==> src/rtl/byte_encode_stream.sv <==
// ByteEncode_d streaming packer: d-bit coefficients in, LSB-first packed bytes out.
// Optional sticky range check on input coefficients: define BYTE_ENCODE_RANGE_CHECK_EN.
module byte_encode_stream #(
  parameter int N_COEFFS = 256,
  parameter int COEF_W   = 12
) (
  input  logic              clk_i,
  input  logic              rst_ni,
  input  logic              start_i,
  input  logic [3:0]        d_i,
  input  logic [COEF_W-1:0] coef_i,
  input  logic              coef_valid_i,
  output logic              coef_ready_o,
  output logic [7:0]        byte_o,
  output logic              byte_valid_o,
  input  logic              byte_ready_i,
  output logic              last_o,
  output logic              busy_o,
  output logic              done_o,
  output logic              err_o
);

  localparam int BUF_W = 20;
  localparam int CC_W  = $clog2(N_COEFFS + 1);
  localparam int BC_W  = $clog2(N_COEFFS * COEF_W / 8 + 1);

  localparam logic [1:0] IDLE = 2'd0;
  localparam logic [1:0] RUN  = 2'd1;
  localparam logic [1:0] DONE = 2'd2;

  logic [1:0]        state;
  logic [BUF_W-1:0]  pack_buf;
  logic [4:0]        bit_cnt;
  logic [CC_W-1:0]   coef_cnt;
  logic [BC_W-1:0]   byte_cnt;
  logic [3:0]        d_q;

  logic              start_ok;
  logic              coef_fire;
  logic              byte_fire;
  logic [COEF_W-1:0] mask;
  logic [COEF_W-1:0] coef_trunc;
  logic [BUF_W-1:0]  ins;
  logic [BC_W-1:0]   frame_bytes;

  always_comb begin
    start_ok     = (state == IDLE) && start_i && (d_i != 4'd0) && (d_i <= 4'(COEF_W));
    coef_ready_o = (state == RUN) && (bit_cnt < 5'd8) && (coef_cnt < CC_W'(N_COEFFS));
    byte_valid_o = (state == RUN) && (bit_cnt >= 5'd8);
    coef_fire    = coef_valid_i && coef_ready_o;
    byte_fire    = byte_valid_o && byte_ready_i;
    // Bits above bit_cnt are always zero, so OR-ing the shifted coefficient in is a part-select write.
    mask         = ~({COEF_W{1'b1}} << d_q);
    coef_trunc   = coef_i & mask;
    ins          = BUF_W'(coef_trunc) << bit_cnt;
    frame_bytes  = BC_W'(N_COEFFS / 8) * BC_W'(d_q);
    last_o       = byte_valid_o && (byte_cnt == frame_bytes - BC_W'(1));
    byte_o       = pack_buf[7:0];
    busy_o       = (state == RUN);
    done_o       = (state == DONE);
  end

  always_ff @(posedge clk_i or negedge rst_ni) begin
    if (!rst_ni) begin
      state    <= IDLE;
      pack_buf <= '0;
      bit_cnt  <= '0;
      coef_cnt <= '0;
      byte_cnt <= '0;
      d_q      <= '0;
    end else begin
      case (state)
        IDLE: begin
          if (start_ok) begin
            d_q      <= d_i;
            pack_buf <= '0;
            bit_cnt  <= '0;
            coef_cnt <= '0;
            byte_cnt <= '0;
            state    <= RUN;
          end
        end
        RUN: begin
          if (coef_fire) begin
            pack_buf <= pack_buf | ins;
            bit_cnt  <= bit_cnt + {1'b0, d_q};
            coef_cnt <= coef_cnt + CC_W'(1);
          end else if (byte_fire) begin
            pack_buf <= pack_buf >> 8;
            bit_cnt  <= bit_cnt - 5'd8;
            byte_cnt <= byte_cnt + BC_W'(1);
            if (last_o) state <= DONE;
          end
        end
        DONE:    state <= IDLE;
        default: state <= IDLE;
      endcase
    end
  end

`ifdef BYTE_ENCODE_RANGE_CHECK_EN
  logic err_q;
  logic range_bad;

  always_comb begin
    range_bad = ((d_q < 4'(COEF_W)) && ((coef_i & ~mask) != '0)) ||
                ((d_q == 4'd12) && (coef_i >= COEF_W'(3329)));
  end

  always_ff @(posedge clk_i or negedge rst_ni) begin
    if (!rst_ni)                     err_q <= 1'b0;
    else if (start_ok)               err_q <= 1'b0;
    else if (coef_fire && range_bad) err_q <= 1'b1;
  end

  assign err_o = err_q;
`else
  assign err_o = 1'b0;
`endif

endmodule
==> config.mk <==
export PLATFORM = sky130hd
export DESIGN_NAME = byte_encode_stream
export DESIGN_NICKNAME = d
export VERILOG_FILES = /design/src/rtl/byte_encode_stream.sv
export SDC_FILE = /design/constraint.sdc
export NUM_CORES = 1
export LEC_CHECK = 0
export BUFFER_PORTS_ARGS = -buffer_cell sky130_fd_sc_hd__buf_4
export CAP_MARGIN = 15
export CORE_MARGIN = 1.5
export CORE_UTILIZATION = 60
export CTS_CLUSTER_SIZE = 30
export DETAILED_ROUTE_END_ITERATION = 6
export GPL_TIMING_DRIVEN = 0
export PLACE_DENSITY = 0.82
export SLEW_MARGIN = 30
export SYNTH_ARGS = -nofsm -noshare
export SYNTH_HDL_FRONTEND = slang
export SYNTH_SLANG_ARGS = --single-unit
==> constraint.sdc <==
create_clock -name clk_i -period 5.6 [get_ports clk_i]
set_clock_uncertainty 0.15 [all_clocks]
set_input_delay 1.4 -clock clk_i [delete_from_list [all_inputs] [get_ports clk_i]]
set_output_delay 1.4 -clock clk_i [all_outputs]
set_load 0.1 [all_outputs]
## Yosys cells after proc, flatten, opt, wreduce, memory -nomap -nowiden

Index checks and enable logic that the tools add are counted.

- Bits in registers: 49
- Bits of input ports: 21

- Add/subtract/negate cells: 5
- $lt $le $gt $ge: 4
- Equal/unequal tests: 9
- Shift-type cells: 2
- Mux-type cells: 19
- Bitwise logic cells: 3
- Reduce and logical (&&, ||, !) cells: 17

Operator list:

| cell | count |
|---|---|
| 2-to-1 mux 20 bit | 3 |
| case mux 20 bit (2 select lines) | 1 |
| 2-to-1 mux 9 bit | 4 |
| case mux 9 bit (2 select lines) | 2 |
| bitwise OR 20 bit | 1 |
| << shifter 12 x 5 -> 20 bit | 1 |
| adder 9 x 1 -> 9 bit (second input constant) | 2 |
| 2-to-1 mux 5 bit | 3 |
| bitwise AND 12 bit | 1 |
| NOT 12 bit | 1 |
| << shifter 12 x 4 -> 12 bit (first input constant) | 1 |
| case mux 5 bit (2 select lines) | 1 |
| == test 9 bit | 1 |
| logical AND 1 bit | 9 |
| less-than comparator 9 bit (second input constant) | 1 |
| subtractor 9 x 1 -> 9 bit (second input constant) | 1 |
| 2-to-1 mux 2 bit | 4 |
| AND reduction 4 bit | 2 |
| inequality test 2 bit (second input constant) | 3 |
| AND reduction 3 bit | 2 |
| adder 5 x 4 -> 5 bit | 1 |
| >= comparator 5 x 4 -> 1 bit (second input constant) | 1 |
| less-than comparator 5 x 4 -> 1 bit (second input constant) | 1 |
| subtractor 5 x 4 -> 5 bit (second input constant) | 1 |
| 10 further kinds | 11 |

## Logic depth before layout (Yosys ltp)

- Word-level depth: 7
- Depth in mapped cells: 10
- Depth with buffers taken out: 8

## Worst setup path after synthesis

Ideal clock, no wire load.

- Path type: register -> output
- Start: register bit_cnt[4]
- End: output port last_o
- Arrival time: 4589 ps
- Data required time: 4050 ps
- Slack: -539 ps
- Cell stages (with the launch flop): 7
- Buffers on the path: 1
- Cells stage by stage: dfrtp_1 clkbuf_1 inv_1 ha_1 nor2_1 nand3_1 nor3_1

- Cells in the longest elaborated chain, start to end: 3

Ends and longest elaborated chain:

| element | RTL line | source |
|---|---|---|
| start, declared | 33 | `logic [4:0] bit_cnt;` |
| start signal, assigned | 86 | `bit_cnt <= bit_cnt + {1'b0, d_q};` |
| start signal, assigned | 90 | `bit_cnt <= bit_cnt - 5'd8;` |
| >= comparator 5 x 4 -> 1 bit | 49 | `byte_valid_o = (state == RUN) && (bit_cnt >= 5'd8);` |
| logical AND 1 bit | 49 |  |
| via byte_valid_o | 15 | `output logic byte_valid_o,` |
| logical AND 1 bit | 57 | `last_o = byte_valid_o && (byte_cnt == frame_bytes - BC_W'(1));` |
| end, declared | 17 | `output logic last_o,` |

The timed path passes the listed nets, and every way through them passes these cells.

## Worst setup path after layout

- Start: register bit_cnt[4]
- End: output port last_o

- Cells in the longest elaborated chain, start to end: 3

Ends and longest elaborated chain:

| element | RTL line |
|---|---|
| >= comparator 5 x 4 -> 1 bit | 49 |
| logical AND 1 bit | 49 |
| logical AND 1 bit | 57 |

No other way between the ends.

==> insert_results.sql <==
INSERT INTO impl_metrics (metric_group, metric, value, unit) VALUES
('floorplanning', 'die_y', '78.02', 'um'),
('cts', 'cts_tree', 'done', ''),
('route', 'vias', '3194', ''),
('layout', 'antenna_cells', '0', ''),
('yosys', 'yosysMostFrequentCell', 'dfrtp_1', ''),
('global_route', 'globalRoute.totalOverflow', '0', ''),
('timing', 'setup-violations-final', '0', ''),
('layout', 'drive_gt1_share', '16.24', '%'),
('cts', 'clk_pin_slew', '0.09', 'ns'),
('route', 'route.antenna.remaining_nets', '0', ''),
('pwr', 'powerDensity', '517.4', 'nW/um^2'),
('cts', 'cts_resized', '0', ''),
('cts', 'clock_tree.buffer_depth', '2', ''),
('critical_path', 'crit_path_max_fanout', '10', ''),
('timing', 'finalMaxSlewViolations', '0', ''),
('yosys', 'netlist_area', '3377', 'um^2'),
('layout', 'area_overhead_vs_synth', '12.56', '%'),
('floorplanning', 'floorplan.die_area', '6087', 'um^2'),
('pwr', 'irDropWorstVdd', '0.3788', 'mV'),
('yosys', 'synth_top_cells_by_area', 'dfrtp_1, nand2_1, ha_1', ''),
('yosys', 'synthDistinctLibCells', '70', ''),
('route', 'drt-wirelength-per-cell', '16.81', 'um'),
('pwr', 'sw_frac_of_total', '50.90', '%'),
('layout', 'post-route-cell-area', '3801', 'um^2'),
('cts', 'post_cts_buffers', '0', ''),
('run', 'max_cap_viol_count', '0', ''),
('timing', 'grt_setup_unrepaired', 'false', ''),
('place', 'detailed_place.area', '3720', 'um^2'),
('floorplanning', 'coreArea', '5473', 'um^2'),
('yosys', 'mappedNetlistNets', '424', ''),
('place', 'place_ws', '2.080', 'ns'),
('cts', 'clock_tree.htree_level_count', '2', ''),
('cts', 'cts_num_sinks', '49', ''),
('cts', 'clk_root_buffer_cell', 'clkbuf_8', ''),
('floorplanning', 'pin_count', '35', ''),
('hold_path', 'worst_hold_path_type', 'register to register', ''),
('global_route', 'grt_pass1_vias', '3059', ''),
('yosys', 'top_cell_type_by_total_area_after_synthesis', 'dfrtp_1', ''),
('yosys', 'dominantRegCellSynth', 'dfrtp_1', ''),
('cts', 'cts_hold_buffers', '0', ''),
('floorplanning', 'die_width', '78.02', 'um'),
('yosys', 'synth_seq_cells', '49', ''),
('place', 'gpl.final_weighted_congestion', '0.9966', ''),
('timing', 'layout_setup_ws', '1.646', 'ns'),
('yosys', 'ys_async_sr_fraction', '100.0', '%'),
('yosys', 'synth_top_cells_by_count', 'dfrtp_1, nand2_1, nor2_1', ''),
('layout', 'finalCoreUtilization', '69.46', '%'),
('pwr', 'p_leak', '1.726', 'nW'),
('critical_path', 'timing.critical_path.required', '4.05', 'ns'),
('critical_path', 'start_kind', 'register', ''),
('yosys', 'yosys_warnings', '0', ''),
('run_status', 'status', 'finished clean', ''),
('cts', 'cts_buffers', '5', ''),
('yosys', 'seq_area_frac_synth', '36.31', '%'),
('pwr', 'switching_power', '0.001001', 'W'),
('route', 'drt-pass1-iter-count', '5', ''),
('route', 'drt-vias-per-instance', '6.350', ''),
('pwr', 'internal_power', '0.0009657', 'W'),
('global_route', 'maximum_number_of_pins_on_one_net_before_global_route_repair', '50', ''),
('global_route', 'grt_first_pass_wirelength', '14.15', 'mm'),
('route', 'wirelength', '8.457', 'mm'),
('critical_path', 'critical_path_arrival', '2.40', 'ns'),
('yosys', 'synth_area_per_cell', '8.637', 'um^2'),
('floorplanning', 'initial_core_util', '61.71', '%'),
('route', 'drt_drc_violations_left', '0', ''),
('yosys', 'post_synth_inst_count', '391', ''),
('timing', 'final_report_hold_violation_count', '0', ''),
('place', 'place_hpwl', '6.306', 'mm'),
('critical_path', 'crit_path_end_kind', 'output pin', ''),
('cts', 'clk-insertion-delay-late', '0.30', 'ns'),
('timing', 'layout_worst_path_cycle_share', '70.61', '%');
==> logic make-up (layout without fill, tap and decap cells) <==
group / after synthesis / after routing / synth area share, %
buffers and inverters: 40 / 80 / 6.076
flip-flops: 49 / 49 / 36.31
other: 1 / 1 / 0.1110
XOR/XNOR: 19 / 19 / 4.928
adder cells (fa/ha/maj): 12 / 12 / 4.668
AO/OA/AOI/OAI: 116 / 116 / 23.38
multiplexers: 6 / 6 / 1.890
AND/OR/NAND/NOR: 148 / 148 / 22.64
==> metrics by stage <==
step / cells / total power [W] / hold slack (ns)
CTS: 503 / 0.001949 / 0.3549
finish: 503 / 0.001967 / 0.3471
detailed placement: 496 / 0.001743 / 0.3333
global route: 503 / 0.002094 / 0.3961
floorplan: 391 / 0.001471 / 0.2997
global placement: 496 / 0.001722 / 0.3229
==> final cells by class <==
cell class | count | area (um^2)
Clock buffer | 6 | 72.57
Fill cell | 450 | 1672
Inverter | 9 | 33.78
Tap cell | 72 | 90.09
Multi-Input combinational cell | 302 | 1951
Timing Repair Buffer | 33 | 247.7
Sequential cell | 49 | 1226
Clock inverter | 1 | 8.758
Buffer | 31 | 171.4
==> state kept, by name, indices dropped and copies added, names as in the netlist <==
register / count
pack_buf: 20
byte_cnt: 9
coef_cnt: 9
bit_cnt: 5
d_q: 4
state: 2
==> per-layer routing <==
metal | part of all wire [%] | vias up | global-route usage [%] | wire length (um)
met5 | 0 | - | 0 | 0
met4 | 2.6 | 0 | 10.89 | 219
met3 | 5.6 | 26 | 4.419 | 470
met2 | 48 | 140 | 48.78 | 4079
met1 | 44 | 1530 | 38.77 | 3687
li1 | - | 1498 | - | -
==> critical path: stages, from the launching register on <==
cell,delay [ns]
dfrtp_1,0.49
clkbuf_1,0.40
inv_1,0.15
ha_1,0.25
nor2_1,0.17
nand3_1,0.12
nor3_2,0.19
buf_4,0.33
==> layout by cell type, fill, tap and decap left out, types with 4 or more instances in the layout <==
master    instances
dfrtp_1          49
buf_4            43
nand2_1          40
nor2_1           30
a21oi_1          26
nand3_1          20
o21ai_0          20
xor2_1           12
ha_1             11
clkbuf_1          9
buf_2             8
nor2b_1           8
xnor2_1           7
a31oi_1           7
a21o_1            7
inv_1             6
nand2b_1          6
nor3_1            6
and3b_1           5
o31ai_1           5
o211ai_1          5
o21ai_1           5
a22o_1            5
clkbuf_8          5
and3_1            4
buf_1             4
or3_1             4
==> path summary, 6_finish.rpt <==
| path | start | endpoint | slack (ns) | cells after the start |
|---|---|---|---|---|
| max reg2reg | bit_cnt[4]$_DFFE_PN0P_ | byte_cnt[8]$_DFFE_PN0P_ | 2.56 | 10 |
| max in group asynchronous | rst_ni | byte_cnt[2]$_DFFE_PN0P_ | 3.92 | 1 |
| min | pack_buf[3]$_DFFE_PN0P_ | pack_buf[3]$_DFFE_PN0P_ | 0.35 | 2 |
| max | bit_cnt[4]$_DFFE_PN0P_ | last_o | 1.65 | 7 |
| min in group asynchronous | rst_ni | pack_buf[5]$_DFFE_PN0P_ | 0.94 | 1 |
| min reg2reg | pack_buf[3]$_DFFE_PN0P_ | pack_buf[3]$_DFFE_PN0P_ | 0.35 | 2 |
==> power by group through the flow <==
stage,Sequential [W],Clock (W),Combinational [W]
floorplan,0.000543,0,0.000928
global placement,0.000564,0,0.00116
detailed placement,0.000569,0,0.00117
CTS,0.000563,0.000208,0.00118
global route,0.000583,0.000224,0.00129
finish,0.000565,0.000204,0.00120
Note: power is estimated with default switching activity, not from simulation.
